## src/rtl/spi_pkg.sv

```systemverilog
// ---------------------------------------------------------------------------
// spi_pkg
// Shared definitions for the SPI master/slave link.
//   spi_state_e      : master sequencer states (IDLE, SETUP, HIGH, LOW, GAP)
//   SPI_DATA_W_DEF   : default frame width in bits
//   SPI_CLK_DIV_DEF  : default system clocks per SCLK half-period
// ---------------------------------------------------------------------------
package spi_pkg;

  typedef enum logic [2:0] {
    IDLE,
    SETUP,
    HIGH,
    LOW,
    GAP
  } spi_state_e;

  localparam int SPI_DATA_W_DEF  = 32;
  localparam int SPI_CLK_DIV_DEF = 4;

endpackage

```

## src/rtl/spi_master_ctrl_if.sv

```systemverilog
// ---------------------------------------------------------------------------
// spi_master_ctrl_if
// Command/response handshake plus SPI pins of the SPI master.
//   i_start, i_tx_data        : command valid and word to send
//   o_ready                   : master idle, command accepted when i_start=1
//   o_rx_data, o_rx_valid     : received word and its one-cycle update strobe
//   oSPI_CLK/CS/MOSI, iSPI_MISO : SPI mode-0 pins
//   i_keep_cs                 : only with SPI_MASTER_BURST_EN, keeps CS low
//                               after the frame
// Modports: master = the spi_master_ctrl side, slave = the user/pin side.
// ---------------------------------------------------------------------------
interface spi_master_ctrl_if #(
  parameter int DATA_W = spi_pkg::SPI_DATA_W_DEF
);

  logic              i_start;
  logic [DATA_W-1:0] i_tx_data;
  logic              o_ready;
  logic [DATA_W-1:0] o_rx_data;
  logic              o_rx_valid;
  logic              oSPI_CLK;
  logic              oSPI_CS;
  logic              oSPI_MOSI;
  logic              iSPI_MISO;
`ifdef SPI_MASTER_BURST_EN
  logic              i_keep_cs;
`endif

  modport master (
    input  i_start,
    input  i_tx_data,
`ifdef SPI_MASTER_BURST_EN
    input  i_keep_cs,
`endif
    input  iSPI_MISO,
    output o_ready,
    output o_rx_data,
    output o_rx_valid,
    output oSPI_CLK,
    output oSPI_CS,
    output oSPI_MOSI
  );

  modport slave (
    output i_start,
    output i_tx_data,
`ifdef SPI_MASTER_BURST_EN
    output i_keep_cs,
`endif
    output iSPI_MISO,
    input  o_ready,
    input  o_rx_data,
    input  o_rx_valid,
    input  oSPI_CLK,
    input  oSPI_CS,
    input  oSPI_MOSI
  );

endinterface

```

## src/rtl/spi_clk_div.sv

```systemverilog
// ---------------------------------------------------------------------------
// spi_clk_div
// Phase timer shared by every timed state of the SPI master. Counts
// 0..CLK_DIV-1 while enabled and wraps when the phase ends.
//   clk, srst  : clock, synchronous active-high reset
//   load       : restart the count at 0 (start of a frame)
//   en         : count this cycle
//   phase_done : high in the last cycle of a CLK_DIV-cycle phase
// ---------------------------------------------------------------------------
module spi_clk_div #(
  parameter int CLK_DIV = 4
) (
  input  logic clk,
  input  logic srst,
  input  logic load,
  input  logic en,
  output logic phase_done
);

  localparam int CNT_W = (CLK_DIV > 1) ? $clog2(CLK_DIV) : 1;

  logic [CNT_W-1:0] cnt_reg, cnt_next;

  assign phase_done = en && (cnt_reg == CNT_W'(CLK_DIV - 1));

  always_comb begin
    cnt_next = cnt_reg;
    if (load || phase_done) begin
      cnt_next = '0;
    end else if (en) begin
      cnt_next = cnt_reg + CNT_W'(1);
    end
  end

  always_ff @(posedge clk) begin
    if (srst) begin
      cnt_reg <= '0;
    end else begin
      cnt_reg <= cnt_next;
    end
  end

endmodule

```

## src/rtl/spi_master_ctrl.sv

```systemverilog
// ---------------------------------------------------------------------------
// spi_master_ctrl
// SPI mode-0 master: sends one DATA_W-bit word MSB first per command and
// captures the word returned on MISO. All outputs are registered.
//   clock_clk   : system clock (rising edge)
//   reset_reset : synchronous active-high reset
//   bus         : spi_master_ctrl_if.master (handshake + SPI pins)
// Optional feature macro: SPI_MASTER_BURST_EN (i_keep_cs holds CS low
// between frames; the next frame then starts directly with an SCLK rise).
// ---------------------------------------------------------------------------
module spi_master_ctrl
  import spi_pkg::*;
#(
  parameter int DATA_W  = SPI_DATA_W_DEF,
  parameter int CLK_DIV = SPI_CLK_DIV_DEF
) (
  input  logic             clock_clk,
  input  logic             reset_reset,
  spi_master_ctrl_if.master bus
);

  localparam int BIT_W = $clog2(DATA_W);

  spi_state_e        state_reg, state_next;
  logic [DATA_W-1:0] tx_shift_reg, tx_shift_next;
  logic [DATA_W-1:0] rx_shift_reg, rx_shift_next;
  logic [DATA_W-1:0] rx_data_reg, rx_data_next;
  logic [BIT_W-1:0]  bit_cnt_reg, bit_cnt_next;
  logic              keep_cs_reg, keep_cs_next;
  logic              ready_reg, ready_next;
  logic              rx_valid_reg, rx_valid_next;
  logic              sclk_reg, sclk_next;
  logic              cs_reg, cs_next;
  logic              mosi_reg, mosi_next;
  logic              keep_cs_req;
  logic              accept;
  logic              div_en;
  logic              phase_done;
  logic [DATA_W-1:0] rx_sampled;

`ifdef SPI_MASTER_BURST_EN
  assign keep_cs_req = bus.i_keep_cs;
`else
  assign keep_cs_req = 1'b0;
`endif

  assign accept     = (state_reg == IDLE) && bus.i_start;
  assign div_en     = (state_reg != IDLE);
  assign rx_sampled = {rx_shift_reg[DATA_W-2:0], bus.iSPI_MISO};

  spi_clk_div #(
    .CLK_DIV (CLK_DIV)
  ) u_clk_div (
    .clk        (clock_clk),
    .srst       (reset_reset),
    .load       (accept),
    .en         (div_en),
    .phase_done (phase_done)
  );

  always_comb begin
    state_next    = state_reg;
    tx_shift_next = tx_shift_reg;
    rx_shift_next = rx_shift_reg;
    rx_data_next  = rx_data_reg;
    bit_cnt_next  = bit_cnt_reg;
    keep_cs_next  = keep_cs_reg;
    ready_next    = ready_reg;
    rx_valid_next = 1'b0;
    sclk_next     = sclk_reg;
    cs_next       = cs_reg;
    mosi_next     = mosi_reg;

    unique case (state_reg)
      IDLE: begin
        ready_next = 1'b1;
        // CS can only be low in IDLE after a burst frame: pre-drive the
        // next MSB so it is stable before the immediate SCLK rise.
        if (!cs_reg) begin
          mosi_next = bus.i_tx_data[DATA_W-1];
        end
        if (bus.i_start) begin
          tx_shift_next = bus.i_tx_data;
          bit_cnt_next  = BIT_W'(DATA_W - 1);
          keep_cs_next  = keep_cs_req;
          ready_next    = 1'b0;
          if (!cs_reg) begin
            state_next    = HIGH;
            sclk_next     = 1'b1;
            rx_shift_next = rx_sampled;
          end else begin
            state_next = SETUP;
            cs_next    = 1'b0;
            sclk_next  = 1'b0;
            mosi_next  = bus.i_tx_data[DATA_W-1];
          end
        end
      end

      SETUP: begin
        if (phase_done) begin
          state_next    = HIGH;
          sclk_next     = 1'b1;
          rx_shift_next = rx_sampled;
        end
      end

      HIGH: begin
        if (phase_done) begin
          state_next = LOW;
          sclk_next  = 1'b0;
          // The falling edge advances MOSI unless this was the last bit.
          if (bit_cnt_reg != '0) begin
            tx_shift_next = {tx_shift_reg[DATA_W-2:0], 1'b0};
            mosi_next     = tx_shift_reg[DATA_W-2];
          end
        end
      end

      LOW: begin
        if (phase_done) begin
          if (bit_cnt_reg == '0) begin
            rx_data_next  = rx_shift_reg;
            rx_valid_next = 1'b1;
            if (keep_cs_reg) begin
              state_next = IDLE;
              ready_next = 1'b1;
            end else begin
              state_next = GAP;
              cs_next    = 1'b1;
              mosi_next  = 1'b0;
            end
          end else begin
            bit_cnt_next  = bit_cnt_reg - BIT_W'(1);
            state_next    = HIGH;
            sclk_next     = 1'b1;
            rx_shift_next = rx_sampled;
          end
        end
      end

      GAP: begin
        if (phase_done) begin
          state_next = IDLE;
          ready_next = 1'b1;
        end
      end

      default: begin
        state_next = IDLE;
      end
    endcase
  end

  always_ff @(posedge clock_clk) begin
    if (reset_reset) begin
      state_reg    <= IDLE;
      tx_shift_reg <= '0;
      rx_shift_reg <= '0;
      rx_data_reg  <= '0;
      bit_cnt_reg  <= '0;
      keep_cs_reg  <= 1'b0;
      ready_reg    <= 1'b1;
      rx_valid_reg <= 1'b0;
      sclk_reg     <= 1'b0;
      cs_reg       <= 1'b1;
      mosi_reg     <= 1'b0;
    end else begin
      state_reg    <= state_next;
      tx_shift_reg <= tx_shift_next;
      rx_shift_reg <= rx_shift_next;
      rx_data_reg  <= rx_data_next;
      bit_cnt_reg  <= bit_cnt_next;
      keep_cs_reg  <= keep_cs_next;
      ready_reg    <= ready_next;
      rx_valid_reg <= rx_valid_next;
      sclk_reg     <= sclk_next;
      cs_reg       <= cs_next;
      mosi_reg     <= mosi_next;
    end
  end

  assign bus.o_ready    = ready_reg;
  assign bus.o_rx_data  = rx_data_reg;
  assign bus.o_rx_valid = rx_valid_reg;
  assign bus.oSPI_CLK   = sclk_reg;
  assign bus.oSPI_CS    = cs_reg;
  assign bus.oSPI_MOSI  = mosi_reg;

endmodule

```

## src/flat_wrapper.sv

```systemverilog
// flat-port wrapper written by rule: the top's interface ports become plain ports
module spi_master_ctrl_flat import spi_pkg::*;
#(
  parameter int DATA_W  = SPI_DATA_W_DEF,
  parameter int CLK_DIV = SPI_CLK_DIV_DEF
)
  (clock_clk, reset_reset, bus_i_start, bus_i_tx_data, bus_iSPI_MISO, bus_o_ready, bus_o_rx_data, bus_o_rx_valid, bus_oSPI_CLK, bus_oSPI_CS, bus_oSPI_MOSI);
  spi_master_ctrl_if #(.DATA_W(DATA_W)) bus_i ();
  input  logic clock_clk;
  input  logic reset_reset;
  input wire logic [$bits(bus_i.i_start)-1:0] bus_i_start;
  input wire logic [$bits(bus_i.i_tx_data)-1:0] bus_i_tx_data;
  input wire logic [$bits(bus_i.iSPI_MISO)-1:0] bus_iSPI_MISO;
  output wire logic [$bits(bus_i.o_ready)-1:0] bus_o_ready;
  output wire logic [$bits(bus_i.o_rx_data)-1:0] bus_o_rx_data;
  output wire logic [$bits(bus_i.o_rx_valid)-1:0] bus_o_rx_valid;
  output wire logic [$bits(bus_i.oSPI_CLK)-1:0] bus_oSPI_CLK;
  output wire logic [$bits(bus_i.oSPI_CS)-1:0] bus_oSPI_CS;
  output wire logic [$bits(bus_i.oSPI_MOSI)-1:0] bus_oSPI_MOSI;
  assign bus_i.i_start = bus_i_start;
  assign bus_i.i_tx_data = bus_i_tx_data;
  assign bus_i.iSPI_MISO = bus_iSPI_MISO;
  assign bus_o_ready = bus_i.o_ready;
  assign bus_o_rx_data = bus_i.o_rx_data;
  assign bus_o_rx_valid = bus_i.o_rx_valid;
  assign bus_oSPI_CLK = bus_i.oSPI_CLK;
  assign bus_oSPI_CS = bus_i.oSPI_CS;
  assign bus_oSPI_MOSI = bus_i.oSPI_MOSI;
  spi_master_ctrl #(.DATA_W(DATA_W), .CLK_DIV(CLK_DIV)) u_core (.clock_clk(clock_clk), .reset_reset(reset_reset), .bus(bus_i));
endmodule
```

## config.mk

```make
export PLATFORM = sky130hd
export DESIGN_NAME = spi_master_ctrl_flat
export DESIGN_NICKNAME = d
export VERILOG_FILES = /design/src/rtl/spi_pkg.sv /design/src/rtl/spi_master_ctrl_if.sv /design/src/rtl/spi_clk_div.sv /design/src/rtl/spi_master_ctrl.sv /design/src/flat_wrapper.sv
export SDC_FILE = /design/constraint.sdc
export NUM_CORES = 1
export LEC_CHECK = 0
export ABC_AREA = 1
export BUFFER_PORTS_ARGS = -buffer_cell sky130_fd_sc_hd__buf_2
export CAP_MARGIN = 40
export CORE_UTILIZATION = 25
export CTS_BUF_LIST = sky130_fd_sc_hd__clkbuf_8
export DETAILED_ROUTE_END_ITERATION = 7
export GPL_ROUTABILITY_DRIVEN = 0
export PLACE_DENSITY = 0.39
export SLEW_MARGIN = 20
export SYNTH_ARGS = -nofsm -noshare
export SYNTH_HDL_FRONTEND = slang
export SYNTH_HIERARCHICAL = 1
export SYNTH_SLANG_ARGS = --single-unit
```

## constraint.sdc

```tcl
create_clock -name clock_clk -period 2.54 [get_ports clock_clk]
set_input_delay 0.381 -clock clock_clk [delete_from_list [all_inputs] [get_ports clock_clk]]
set_output_delay 0.381 -clock clock_clk [all_outputs]
set_load 0.05 [all_outputs]
```

==> impl_metrics.py <==
metrics = {
    "power_and_ir_drop": {
        "leakagePower_nw": 2.571,
        "switching_share": 0.4488,
        "power_density_nw_per_um2": 1167,
        "p_comb_frac": 0.459,
        "p_int_mw": 3.679,
        "ir_worst_vdd_mv": 0.4123,
        "clockPowerShare": 0.160,
        "seqPwrFrac": 0.381,
        "switchingPower_mw": 2.995,
    },
    "floorplan": {
        "start_util": 0.2577,
        "die-height_um": 141.8,
        "core_area_sq_um": 18960,
        "dieArea_sq_um": 20100,
        "rows": 50,
        "ios": 73,
        "die_w_um": 141.8,
    },
    "critical_path": {
        "worstPathArrival_ns": 2.49,
        "start_kind": "flip-flop",
        "rrSetupSlack_ns": 0.37,
        "critPathKind": "flip-flop to flip-flop",
        "path_max_fanout": 32,
        "reg2regPathDepth": 9,
        "r2r-start": "u_core/state_reg[0]",
        "worstReg2RegEnd": "u_core/bus.o_rx_data[27]",
        "worstPathRequired_ns": 2.86,
        "critPathCaptureType": "flip-flop",
    },
    "hold_path": {
        "hold_depth": 3,
        "hp-start": "bus_i_tx_data[0]",
        "holdPathEnd": "u_core/tx_shift_reg[0]",
        "min_path_type": "primary input to flip-flop",
    },
    "timing": {
        "hold_viol": 0,
        "rsz0062_at_grt": "false",
        "tightest_slew_ns": 0.5740,
        "setup_ws_ns": 0.3693,
        "final.min_clock_period_ns": 2.171,
        "fin_crit_sh": 0.8546,
        "fmax_mhz": 460.7,
        "fin_tns_setup_ns": 0,
        "setup_viol": 0,
        "maxSlewHeadroom": 0.6164,
        "fin_skew_ns": 0.01667,
        "drv_slew": 0,
    },
    "synthesis": {
        "syn_avg_cell_area_sq_um": 6.673,
        "yosys-top-cells-area": "dfxtp_1, nand2_1, nor2_1, nand3_1, a21oi_1",
        "synth.largest_area_cell": "dfxtp_1",
        "syn_nets": 770,
        "ys.flop_type": "dfxtp_1",
        "yosysSeqAreaShare": 0.4508,
        "ys_seq_elements": 110,
        "ys_types": 21,
        "synth-edff-count": 0,
        "synth_area_sq_um": 4885,
        "netlist_instances": 732,
        "synthDominantCellAreaShare": 0.4508,
        "async_flop_share": 0,
        "yosysWarningCount": 6,
    },
    "placed_design": {
        "post-dp-hpwl_um": 7949,
        "port_buffers": 72,
        "dp_slack_ns": 0.2848,
    },
    "cts": {
        "clk_path_buf_depth": 2,
        "clkLatencyLatePin_ns": 0.39,
        "tritoncts": "yes",
        "htreeDepth": 3,
        "cts_root_buf": "clkbuf_8",
        "numCtsBuffers": 9,
        "cts_resized": 0,
        "clkSinkCount": 110,
        "clkTransAtPathRegs_ns": 0.12,
    },
    "global_route": {
        "grt_pass1_wl_um": 20180,
        "grt_max_degree": 53,
        "grt_usage": 0.1255,
        "grt_pass1_vias": 4215,
        "grt_overflow_total": 0,
        "antenna_found_initial": 0,
    },
    "routing": {
        "drt_wl_total_um": 12190,
        "drc": 0,
        "num_vias": 4522,
        "firstDrtPassIters": 4,
        "via_per_inst": 4.294,
        "wl_per_cell_um": 11.57,
        "drt-initial-drc-count": 240,
        "antenna_left": 0,
    },
    "finish": {
        "num_antenna_cells": 0,
        "drive_gt1_frac": 0.1526,
        "mostFrequentLayoutCell": "nand2_1",
        "final_cell_mix": "nand2_1, nor2_1, dfxtp_1",
        "synthToLayoutAreaGrowth_pct": 17.14,
        "fin_nets": 826,
    },
    "outcome": {
        "status": "finished, final reports clean",
    },
    "job": {
        "drv_cap": 0,
    },
}
-- metrics by stage --
step           power (mW)  std cells    util  area (sq um)  hold slack, ns
3_5_place_dp        5.603       1034  0.2908          5512          0.4521
5_1_grt             7.310       1053  0.3018          5722          0.2526
4_1_cts             6.707       1050  0.3007          5699          0.2328
6_report            6.675       1053  0.3018          5722          0.2661
3_3_place_gp        5.555       1034  0.2908          5512          0.4480
2_1_floorplan       4.907        732       -          4885          0.4399
-- logic make-up (layout without fill, tap and decap cells) --
family,Yosys count,count (layout),share of synthesized area
DFF,110,110,0.4508
AOI/OAI and AO/OA,111,111,0.1148
buffers and inverters,102,163,0.08657
and+or+nand+nor,407,407,0.3427
adders and majority gates,2,2,0.005122
-- how the worst max path moves through the flow --
stage                         from                  endpoint  slack (ns)  depth (start not counted)
3_5_place_dp   u_core/state_reg[0]   u_core/rx_shift_reg[19]        0.28                         12
4_1_cts        u_core/state_reg[0]   u_core/rx_shift_reg[19]        0.26                         12
2_1_floorplan  u_core/state_reg[2]   u_core/rx_shift_reg[10]        0.72                         12
6_report       u_core/state_reg[0]  u_core/bus.o_rx_data[27]        0.37                          9
5_1_grt        u_core/state_reg[2]  u_core/bus.o_rx_data[23]        0.04                          9
3_3_place_gp   u_core/state_reg[0]   u_core/rx_shift_reg[26]        0.37                         12
-- cells in the mapped netlist (3+ instances only) --
master / n
buf_2: 26
nor2_1: 113
dfxtp_1: 110
nand2_1: 199
clkbuf_1: 14
inv_1: 53
o21ai_0: 37
a21oi_1: 72
nand2_2: 3
buf_1: 3
nor2_2: 4
nand3_1: 84
inv_2: 3
-- power by group through the flow --
| stage | combinational [mW] | sequential [mW] | clock, mW |
|---|---|---|---|
| 6_report | 3.07 | 2.54 | 1.07 |
| 5_1_grt | 3.49 | 2.61 | 1.20 |
| 3_3_place_gp | 2.97 | 2.58 | 0 |
| 4_1_cts | 3.02 | 2.55 | 1.14 |
| 2_1_floorplan | 2.33 | 2.58 | 0 |
| 3_5_place_dp | 3.02 | 2.58 | 0 |
-- per-layer routing --
layer | GRT usage | routed length (um)
met4 | 0.04754 | 182
met2 | 0.2136 | 5653
met1 | 0.1543 | 5880
met5 | 0 | 0
met3 | 0.02767 | 470
-- worst max-delay path: stages (launching register included) --
cell and delay [ns]:
dfxtp_1 0.49, nor2_2 0.12, nand2_1 0.20, nand2_1 0.10, inv_1 0.14, nand3_2 0.41, inv_2 0.13, buf_4 0.33
nor2_1 0.07, nor2_1 0.10
-- timing repair --
item                                    CTS  global route
endpoints found under the setup margin    0             3
buffers inserted                          0             3
hold buffers                              0             0
-- cell type report --
cell class	count	area (sq um)
Clock buffer	9	123.9
Clock inverter	7	63.81
Fill cell	2122	13230
Inverter	57	214.0
Multi-Input combinational cell	520	2260
Sequential cell	110	2202
Tap cell	260	325.3
Timing Repair Buffer	90	533.0
No activity file was read; power rests on OpenSTA's default activity.
